## src/rtl/blake2_block_feeder_pkg.sv

```systemverilog
`default_nettype none
// ============================================================================
// Module   : blake2_block_feeder_pkg
// Purpose  : Shared BLAKE2 definitions: feeder state enum, BLAKE2b/BLAKE2s
//            word widths and the 16-word compression block size.
// Revision : 1.0 - initial release
// ============================================================================
package blake2_block_feeder_pkg;

    localparam int C_W_BLAKE2B    = 64;
    localparam int C_W_BLAKE2S    = 32;
    localparam int C_BLOCK_WORDS  = 16;

    // Feeder sequencing: collect words, present the block for one cycle,
    // then hold it until the core reports completion.
    typedef enum logic [1:0] {
        ST_FILL  = 2'd0,
        ST_ISSUE = 2'd1,
        ST_WAIT  = 2'd2
    } feeder_state_e;

endpackage
`default_nettype wire

```

## src/rtl/blake2_block_feeder_byte_mask.sv

```systemverilog
`default_nettype none
// ============================================================================
// Module   : blake2_byte_mask
// Purpose  : Converts a valid-byte count into a W-bit lane mask; lane i
//            (bits 8i+7:8i) is all ones when i < i_bytes, otherwise zero.
// Ports    : i_bytes - number of valid low-order bytes (0..NB)
//            o_mask  - per-lane byte mask
// Revision : 1.0 - initial release
// ============================================================================
module blake2_byte_mask #(
    parameter int W  = 64,
    parameter int NB = W / 8
) (
    input  logic [$clog2(NB):0] i_bytes,
    output logic [W-1:0]        o_mask
);

    localparam int BW = $clog2(NB) + 1;

    generate
        for (genvar i = 0; i < NB; i++) begin : g_lane
            assign o_mask[8*i +: 8] = (i_bytes > BW'(i)) ? 8'hFF : 8'h00;
        end
    endgenerate

endmodule
`default_nettype wire

```

## src/rtl/blake2_block_feeder.sv

```systemverilog
`default_nettype none
// ============================================================================
// Module   : blake2_block_feeder
// Purpose  : Packs a little-endian word stream into 16-word BLAKE2 message
//            blocks, zero-pads the final block, tracks the byte counter and
//            the first/last flags, and paces issue against the core.
// Ports    : clk, reset                 - clock, synchronous active-high reset
//            s_valid_i/s_ready_o        - input word handshake
//            s_data_i/s_bytes_i/s_last_i- word, valid byte count, end of msg
//            blk_valid_o                - one-cycle block strobe to the core
//            blk_data_o/_first/_last/_ll- block fields, stable until done
//            core_done_i                - core finished the issued block
//            msg_done_o                 - final block of message completed
//            err_o                      - sticky protocol error
// Revision : 1.0 - initial release
// ============================================================================
module blake2_block_feeder
    import blake2_block_feeder_pkg::*;
#(
    parameter int W  = C_W_BLAKE2B,
    parameter int NB = W / 8
) (
    input  logic                       clk,
    input  logic                       reset,
    input  logic                       s_valid_i,
    output logic                       s_ready_o,
    input  logic [W-1:0]               s_data_i,
    input  logic [$clog2(NB):0]        s_bytes_i,
    input  logic                       s_last_i,
    output logic                       blk_valid_o,
    output logic [C_BLOCK_WORDS*W-1:0] blk_data_o,
    output logic                       blk_first_o,
    output logic                       blk_last_o,
    output logic [63:0]                blk_ll_o,
    input  logic                       core_done_i,
    output logic                       msg_done_o,
    output logic                       err_o
);

    localparam int            BW      = $clog2(NB) + 1;
    localparam logic [BW-1:0] C_NB    = BW'(NB);
    localparam logic [1:0]    C_FILL  = 2'(ST_FILL);
    localparam logic [1:0]    C_ISSUE = 2'(ST_ISSUE);
    localparam logic [1:0]    C_WAIT  = 2'(ST_WAIT);

    logic [1:0]  r_state;
    logic [3:0]  r_widx;
    logic [63:0] r_ll;
    logic        r_first_pend;   // next block issued is the first of a message
    logic        r_blk_first;
    logic        r_blk_last;
    logic        r_err;
    logic [W-1:0] r_buf [C_BLOCK_WORDS];

    logic          w_xfer;
    logic          w_close;
    logic          w_empty_ok;
    logic          w_illegal;
    logic [BW-1:0] w_bytes_eff;
    logic [W-1:0]  w_mask;

    assign w_xfer = s_valid_i && (r_state == C_FILL);

    // A zero-byte word is only meaningful as the sole word of an empty message.
    assign w_empty_ok = (r_widx == 4'd0) && s_last_i && r_first_pend;

    assign w_illegal = (s_bytes_i > C_NB)
                    || ((s_bytes_i == '0) && !w_empty_ok)
                    || ((s_bytes_i < C_NB) && !s_last_i);

    // Malformed words are absorbed as full words so the stream stays aligned.
    assign w_bytes_eff = w_illegal ? C_NB : s_bytes_i;

    assign w_close = w_xfer && (s_last_i || (r_widx == 4'd15));

    blake2_byte_mask #(
        .W  (W),
        .NB (NB)
    ) u_byte_mask (
        .i_bytes (w_bytes_eff),
        .o_mask  (w_mask)
    );

    always_ff @(posedge clk) begin
        if (reset) begin
            r_state      <= C_FILL;
            r_widx       <= 4'd0;
            r_ll         <= 64'd0;
            r_first_pend <= 1'b1;
            r_blk_first  <= 1'b0;
            r_blk_last   <= 1'b0;
            r_err        <= 1'b0;
            for (int k = 0; k < C_BLOCK_WORDS; k++) begin
                r_buf[k] <= '0;
            end
        end else begin
            case (r_state)
                C_FILL: begin
                    if (w_xfer) begin
                        r_ll <= r_ll + 64'(w_bytes_eff);
                        if (w_illegal) begin
                            r_err <= 1'b1;
                        end
                        // Write the current word; on the last word also clear
                        // every later slot so the block is zero padded.
                        for (int k = 0; k < C_BLOCK_WORDS; k++) begin
                            if (4'(k) == r_widx) begin
                                r_buf[k] <= s_data_i & w_mask;
                            end else if (s_last_i && (4'(k) > r_widx)) begin
                                r_buf[k] <= '0;
                            end
                        end
                        if (w_close) begin
                            r_widx       <= 4'd0;
                            r_state      <= C_ISSUE;
                            r_blk_first  <= r_first_pend;
                            r_first_pend <= 1'b0;
                            r_blk_last   <= s_last_i;
                        end else begin
                            r_widx <= r_widx + 4'd1;
                        end
                    end
                end
                C_ISSUE: begin
                    r_state <= C_WAIT;
                end
                C_WAIT: begin
                    if (core_done_i) begin
                        r_state <= C_FILL;
                        if (r_blk_last) begin
                            r_ll         <= 64'd0;
                            r_first_pend <= 1'b1;
                        end
                    end
                end
                default: begin
                    r_state <= C_FILL;
                end
            endcase
        end
    end

    assign s_ready_o   = (r_state == C_FILL);
    assign blk_valid_o = (r_state == C_ISSUE);
    assign msg_done_o  = (r_state == C_WAIT) && core_done_i && r_blk_last;
    assign blk_first_o = r_blk_first;
    assign blk_last_o  = r_blk_last;
    assign blk_ll_o    = r_ll;
    assign err_o       = r_err;

    generate
        for (genvar k = 0; k < C_BLOCK_WORDS; k++) begin : g_pack
            assign blk_data_o[W*k +: W] = r_buf[k];
        end
    endgenerate

endmodule
`default_nettype wire

```

## config.mk

```make
export PLATFORM = sky130hd
export DESIGN_NAME = blake2_block_feeder
export DESIGN_NICKNAME = d
export VERILOG_FILES = /design/src/rtl/blake2_block_feeder_pkg.sv /design/src/rtl/blake2_block_feeder_byte_mask.sv /design/src/rtl/blake2_block_feeder.sv
export SDC_FILE = /design/constraint.sdc
export NUM_CORES = 1
export LEC_CHECK = 0
export ABC_AREA = 0
export ABC_CLOCK_PERIOD_IN_PS = 9200
export BUFFER_PORTS_ARGS = -buffer_cell sky130_fd_sc_hd__buf_2
export CAP_MARGIN = 20
export CELL_PAD_IN_SITES_DETAIL_PLACEMENT = 0
export CELL_PAD_IN_SITES_GLOBAL_PLACEMENT = 2
export CORE_AREA = 5 5 455 457
export DETAILED_ROUTE_END_ITERATION = 10
export DIE_AREA = 0 0 460 462
export PLACE_DENSITY_LB_ADDON = 0.1
export SYNTH_ARGS = -nofsm -noshare
export SYNTH_HDL_FRONTEND = slang
export SYNTH_HIERARCHICAL = 1
export SYNTH_SLANG_ARGS = --single-unit
```

## constraint.sdc

```tcl
create_clock -name clk -period 9.2 [get_ports clk]
set_input_delay 0.92 -clock clk [delete_from_list [all_inputs] [get_ports clk]]
set_output_delay 0.92 -clock clk [all_outputs]
set_load 0.1 [all_outputs]
```

==> run metrics, run 1 <==
DR iter-0 viols=1,989; Critical Path RT=9.90 ns; TritonCTS clock tree=yes; detailed-route wire length=220,000 um; Max Slew Vio Count=0; I/O pins=1,167; cells resized by post-CTS repair=0; Slew @ Worst Pin=1.10 ns; NetSw=5.56 mW; vias in the first global route=27,900; WHS=0.453 ns; unrepaired setup endpoints after global routing=no; overall routing resource usage=0.199; Syn Nets=2,966; Overflow after GRT=0; dpl cell area=0.0491 mm2; Die Area=0.213 mm2; Post-CTS Setup Inserts=0; Num CTS Buffers=140; Worst-path clk slew=0.06 ns; Leak Pwr=22.0 nW; Initial Utilization=0.197; fin crit period=4.96 ns; setup ws final=4.24 ns; Detail Placement HPWL=154,000 um; initial antenna violation count=27; worst slack at placement=4.17 ns; Vias per Instance=4.11; Async S/R FF share, synth=0; Internal=9.05 mW; Die Wd=460 um; number of synthesized flops with an enable pin=1,024; top-area cell type share of the netlist area=0.767; DR vias=28,000; Routability Congestion=0.746; area grow syn2layout=33.1%; synth top area cells=edfxtp_1 (77%), nor2_1 (10%), dfxtp_1 (3.7%), clkbuf_1 (1.7%), buf_4 (1.1%); largest net degree at the start of global routing=61; worst hold path class=in2reg; DP Cell Count=6,565; MaxCap Viol Count=0; Setup Viol. Count Final=0; post-synth top area cell=edfxtp_1; Comb pwr share=0.237; Total Power=14.6 mW; height of the chip=462 um; first-pass GRT wire length=283,000 um; WS Path Type=reg2reg; I/O Buffers=1,166; worst vdd ir=0.183 mV; Util after Layout=0.263; area of the mapped netlist=0.0401 mm2; antenna-violating nets left=0; max-slew headroom at the worst pin=0.263; crit-path max FO=19; clock latency on the worst-skew pair=0.80 ns; CTS Buffer Depth=3; clock sinks=1,098; non-filler cells in the finished layout=6,826; #FFs+latches synth=1,098; Netlist cell types=53; final cell area excluding filler cells=0.0534 mm2; crit path capture type=flip-flop; startpoint types=flip-flop; Final period util=0.539; 1st-pass router iterations=5; worst clock skew=0.0313 ns; final hold vios=0; Mapped Cells=2,884; Post-synth top flop=edfxtp_1; hold path start=core_done_i; H-tree lvl count=4; CP arrival=5.66 ns; Row Count=166; Power Density=274 mW/mm2; Clock Root Buffer=clkbuf_16; status=finished, final reports clean; Core ar.=0.203 mm2; Reg-to-Reg Start=r_widx[1]; Synth Area per Inst=13.9 um2; Final TNS setup=0 ns; CP startpoint=r_widx[1]; Clock power frac=0.359; Achievable Freq=0.202 GHz; routed length per instance=32.2 um; nets@finish=4,102; register area share after synthesis=0.803; sw frac=0.381; share of layout cells above drive strength 1=0.357; yosys warns=6; Reg power frac=0.404; Post-CTS Hold Buffers=0; residual DRC count=0
[worst paths after layout]
check | endpoint | slack, ns | depth (start not counted)
setup / recovery | blk_ll_o[52] | 4.24 | 14
hold / removal | r_state[1] | 0.45 | 4
setup reg to reg | blk_ll_o[52] | 4.24 | 14
hold reg to reg | blk_ll_o[63] | 0.48 | 2
[cells in the mapped netlist, types with 10 or more instances]
cell type and instances:
or4_1 18, nor3_1 10, edfxtp_1 1024, dfxtp_1 74, nand3_1 22, nand4_1 31
buf_1 17, or3_1 21, clkbuf_1 181, o21ai_0 27, buf_4 57, nand2_1 110
inv_1 18, xor2_1 22, a21oi_1 55, o31ai_1 21, nor2_1 1083
[cell type report]
type | instances | area (um2)
Clock inverter | 72 | 490
Tap cell | 2688 | 3360
Inverter | 18 | 67.6
Clock buffer | 180 | 3740
Fill cell | 21400 | 150000
Sequential cell | 1098 | 32200
Multi-Input combinational cell | 1510 | 6900
Timing Repair Buffer | 1252 | 6580
Antenna cell | 8 | 20.0
[power groups by stage]
stage / logic (mW) / registers, mW / clock network (mW)
2_1_floorplan: 0.310 / 8.35 / 0
5_1_grt: 3.55 / 5.94 / 5.61
3_3_place_gp: 3.53 / 6.01 / 0
6_report: 3.46 / 5.91 / 5.24
4_1_cts: 3.53 / 5.91 / 5.41
3_5_place_dp: 3.53 / 6.01 / 0
[worst max-delay path: stages (launching register included)]
cell	delay (ns)
dfxtp_1	0.44
inv_1	0.22
ha_1	0.34
nand3_1	0.14
a211o_1	0.63
nor2_1	0.37
ha_1	0.24
inv_1	0.06
fa_1	0.41
nand3b_1	0.22
a221oi_2	0.23
buf_4	0.23
nand4_1	0.49
or4_1	0.67
a21oi_1	0.16
[layout by cell type (no fill, tap or decap), drive strengths merged, types with 8 or more instances in the layout]
master  Yosys  layout
inv        18      25
a21o        9       9
buf        77    1251
a21oi      56      56
nor3       11      11
clkbuf    181     181
nand3      24      24
diode       0       8
or3        21      21
xor2       22      22
or4        18      18
edfxtp   1024    1024
o31ai      21      21
ha          8       8
o21ai      27      27
nand2     110     110
nand4      31      31
dfxtp      74      74
nor2     1083    1083
clkinv      0      62
[flip-flops by register name, summed over array words and instances (netlist names)]
signal / cells
r_buf: 1024
blk_ll_o: 64
r_widx: 4
r_state: 2
blk_first_o: 1
blk_last_o: 1
err_o: 1
r_first_pend: 1
[routing by layer]
metal  share of wire  GRT usage  up-vias
met5         0.00047          0        -
met1            0.39      0.232    14400
met4           0.024     0.0485       18
met2            0.49      0.343     1145
met3           0.094     0.0810      245
li1                -          -    12300
[kinds of logic after synthesis]
logic type | share of synthesized area
simple gates | 0.136
flops | 0.803
buf+inv | 0.0314
compound gates | 0.0197
xor+xnor | 0.00589
fa+ha+maj | 0.00299
No activity file was read; power rests on OpenSTA's default activity.
==> run 2, diff against run 1 <==
--- a/config.mk
+++ b/config.mk
@@ -6,7 +6,7 @@
 export NUM_CORES = 1
 export LEC_CHECK = 0
 export ABC_AREA = 0
-export ABC_CLOCK_PERIOD_IN_PS = 9200
+export ABC_CLOCK_PERIOD_IN_PS = 4700
 export BUFFER_PORTS_ARGS = -buffer_cell sky130_fd_sc_hd__buf_2
 export CAP_MARGIN = 20
 export CELL_PAD_IN_SITES_DETAIL_PLACEMENT = 0
==> constraint.sdc (replaced) <==
create_clock -name clk -period 4.7 [get_ports clk]
set_input_delay 0.47 -clock clk [delete_from_list [all_inputs] [get_ports clk]]
set_output_delay 0.47 -clock clk [all_outputs]
set_load 0.1 [all_outputs]
==> run metrics, run 2 (synthesized netlist as in run 1, its figures left out) <==
first-pass GRT wire length=284,000 um; crit path capture type=flip-flop; clock latency on the worst-skew pair=0.80 ns; Row Count=166; Setup Viol. Count Final=0; fillers=21,300; cells resized by post-CTS repair=0; Die Wd=460 um; Slew @ Worst Pin=1.10 ns; crit-path max FO=13; share of layout cells above drive strength 1=0.361; DR vias=28,300; register bank with the most flops=r_buf; Detail Placement HPWL=155,000 um; worst setup path endpoint=blk_ll_o[52]; H-tree lvl count=4; leading cell type in the layout, fill and taps excluded=buf_2; Final period util=0.876; Critical Path RT=5.40 ns; unrepaired setup endpoints after global routing=no; Leak Pwr=22.2 nW; DP Cell Count=6,608; setup ws final=0.584 ns; CP arrival=4.81 ns; worst hold path class=in2reg; nets@finish=4,150; Crit path largest cell delay=0.65 ns; antenna-violating nets left=0; Num CTS Buffers=140; CTS Buffer Depth=3; initial antenna violation count=27; overall routing resource usage=0.200; Max Slew Vio Count=0; Clock Root Buffer=clkbuf_16; status=finished, final reports clean; largest net degree at the start of global routing=65; Routability Congestion=0.760; I/O Buffers=1,166; non-filler cells in the finished layout=6,869; worst clock skew=0.0352 ns; MaxCap Viol Count=0; most frequent cells in the layout=buf_2 (1,166), nor2_1 (1,083), edfxtp_1 (1,024), clkbuf_16 (144), buf_4 (108); CP startpoint=r_widx[1]; detailed-route wire length=221,000 um; Worst-path clk slew=0.06 ns; TritonCTS clock tree=yes; max reg flops=1,024; Vias per Instance=4.12; DR iter-0 viols=2,285; Final TNS setup=0 ns; length in cells of the worst reg-to-reg path=14; worst vdd ir=0.329 mV; area grow syn2layout=34.5%; crit path cell chain=inv_1 -> ha_1 -> nand3_1 -> a211o_1 -> nor2_1 -> ha_1 -> inv_1 -> fa_1 -> nand3b_1 -> a221oi_2 -> buf_4 -> nand4_1 -> or4_1 -> a21oi_1; worst reg-to-reg setup slack=0.58 ns; Overflow after GRT=0; Post-CTS Hold Buffers=6; Initial Utilization=0.197; worst slack at placement=0.611 ns; Die Area=0.213 mm2; Util after Layout=0.266; register area=0.0322 mm2; Post-CTS Setup Inserts=0; max-slew headroom at the worst pin=0.264; clock sinks=1,098; height of the chip=462 um; Reg-to-Reg Start=r_widx[1]; vias in the first global route=28,100; Total Power=28.8 mW; Reg2Reg Capture Point=blk_ll_o[52]; startpoint types=flip-flop; final hold vios=0; routed length per instance=32.2 um; slowest cell on the critical path=or4_1; WS Path Type=reg2reg; fin crit period=4.12 ns; multi-input logic area=0.00690 mm2; residual DRC count=0; Core ar.=0.203 mm2; Achievable Freq=0.243 GHz; 1st-pass router iterations=5; I/O pins=1,167; Power Density=533 mW/mm2
run 2: final cells by class:
type	count	area share
timing repair buffer	1300	0.132
inverter	18	0.00125
clock buffer	195	0.0707
antenna	8	0.000371
tap	2688	0.0623
multi-input combinational	1510	0.128
sequential	1098	0.597
clock inverter	52	0.00833
run 2: report_power, final:
part	internal [mW]	switching, mW	total (mW)	leakage [nW]
sequential	11.4	0.172	11.6	11.4
combinational	0.635	6.23	6.86	8.77
clock	5.90	4.45	10.3	2.05
total	17.9	10.8	28.8	22.2
run 2: worst max-delay path: cells and delay by family (launching register included):
family	cells	cell delay, ns
AO/OA/AOI/OAI	3	0.76
adder cells (fa/ha/maj)	3	0.91
buffers and inverters	3	0.46
flip-flops	1	0.30
AND/OR/NAND/NOR	5	1.58
run 2: metrics by stage:
step	area, um2	hold slack [ns]
global route	53900	0.0756
floorplan	40100	0.442
global placement	49600	0.463
detailed placement	49600	0.469
CTS	53900	0.0108
finish	54000	0.108
run 2: per-layer routing:
metal	vias to the layer above	GRT usage	share of wire
met4	14	0.0698	0.035
met2	1178	0.337	0.48
met1	14500	0.238	0.40
met5	-	0	0.00046
li1	12400	-	-
met3	262	0.0704	0.086
run 2: how the worst min path moves through the flow:
stage	start	cells past startpoint	slack, ns	to
4_1_cts	s_data_i[28]	3	0.01	r_buf[0][92]
6_report	s_data_i[28]	3	0.11	r_buf[0][92]
2_1_floorplan	r_first_pend	2	0.44	blk_first_o
5_1_grt	reset	2	0.08	r_widx[1]
3_3_place_gp	err_o	2	0.46	err_o
3_5_place_dp	blk_first_o	2	0.47	blk_first_o
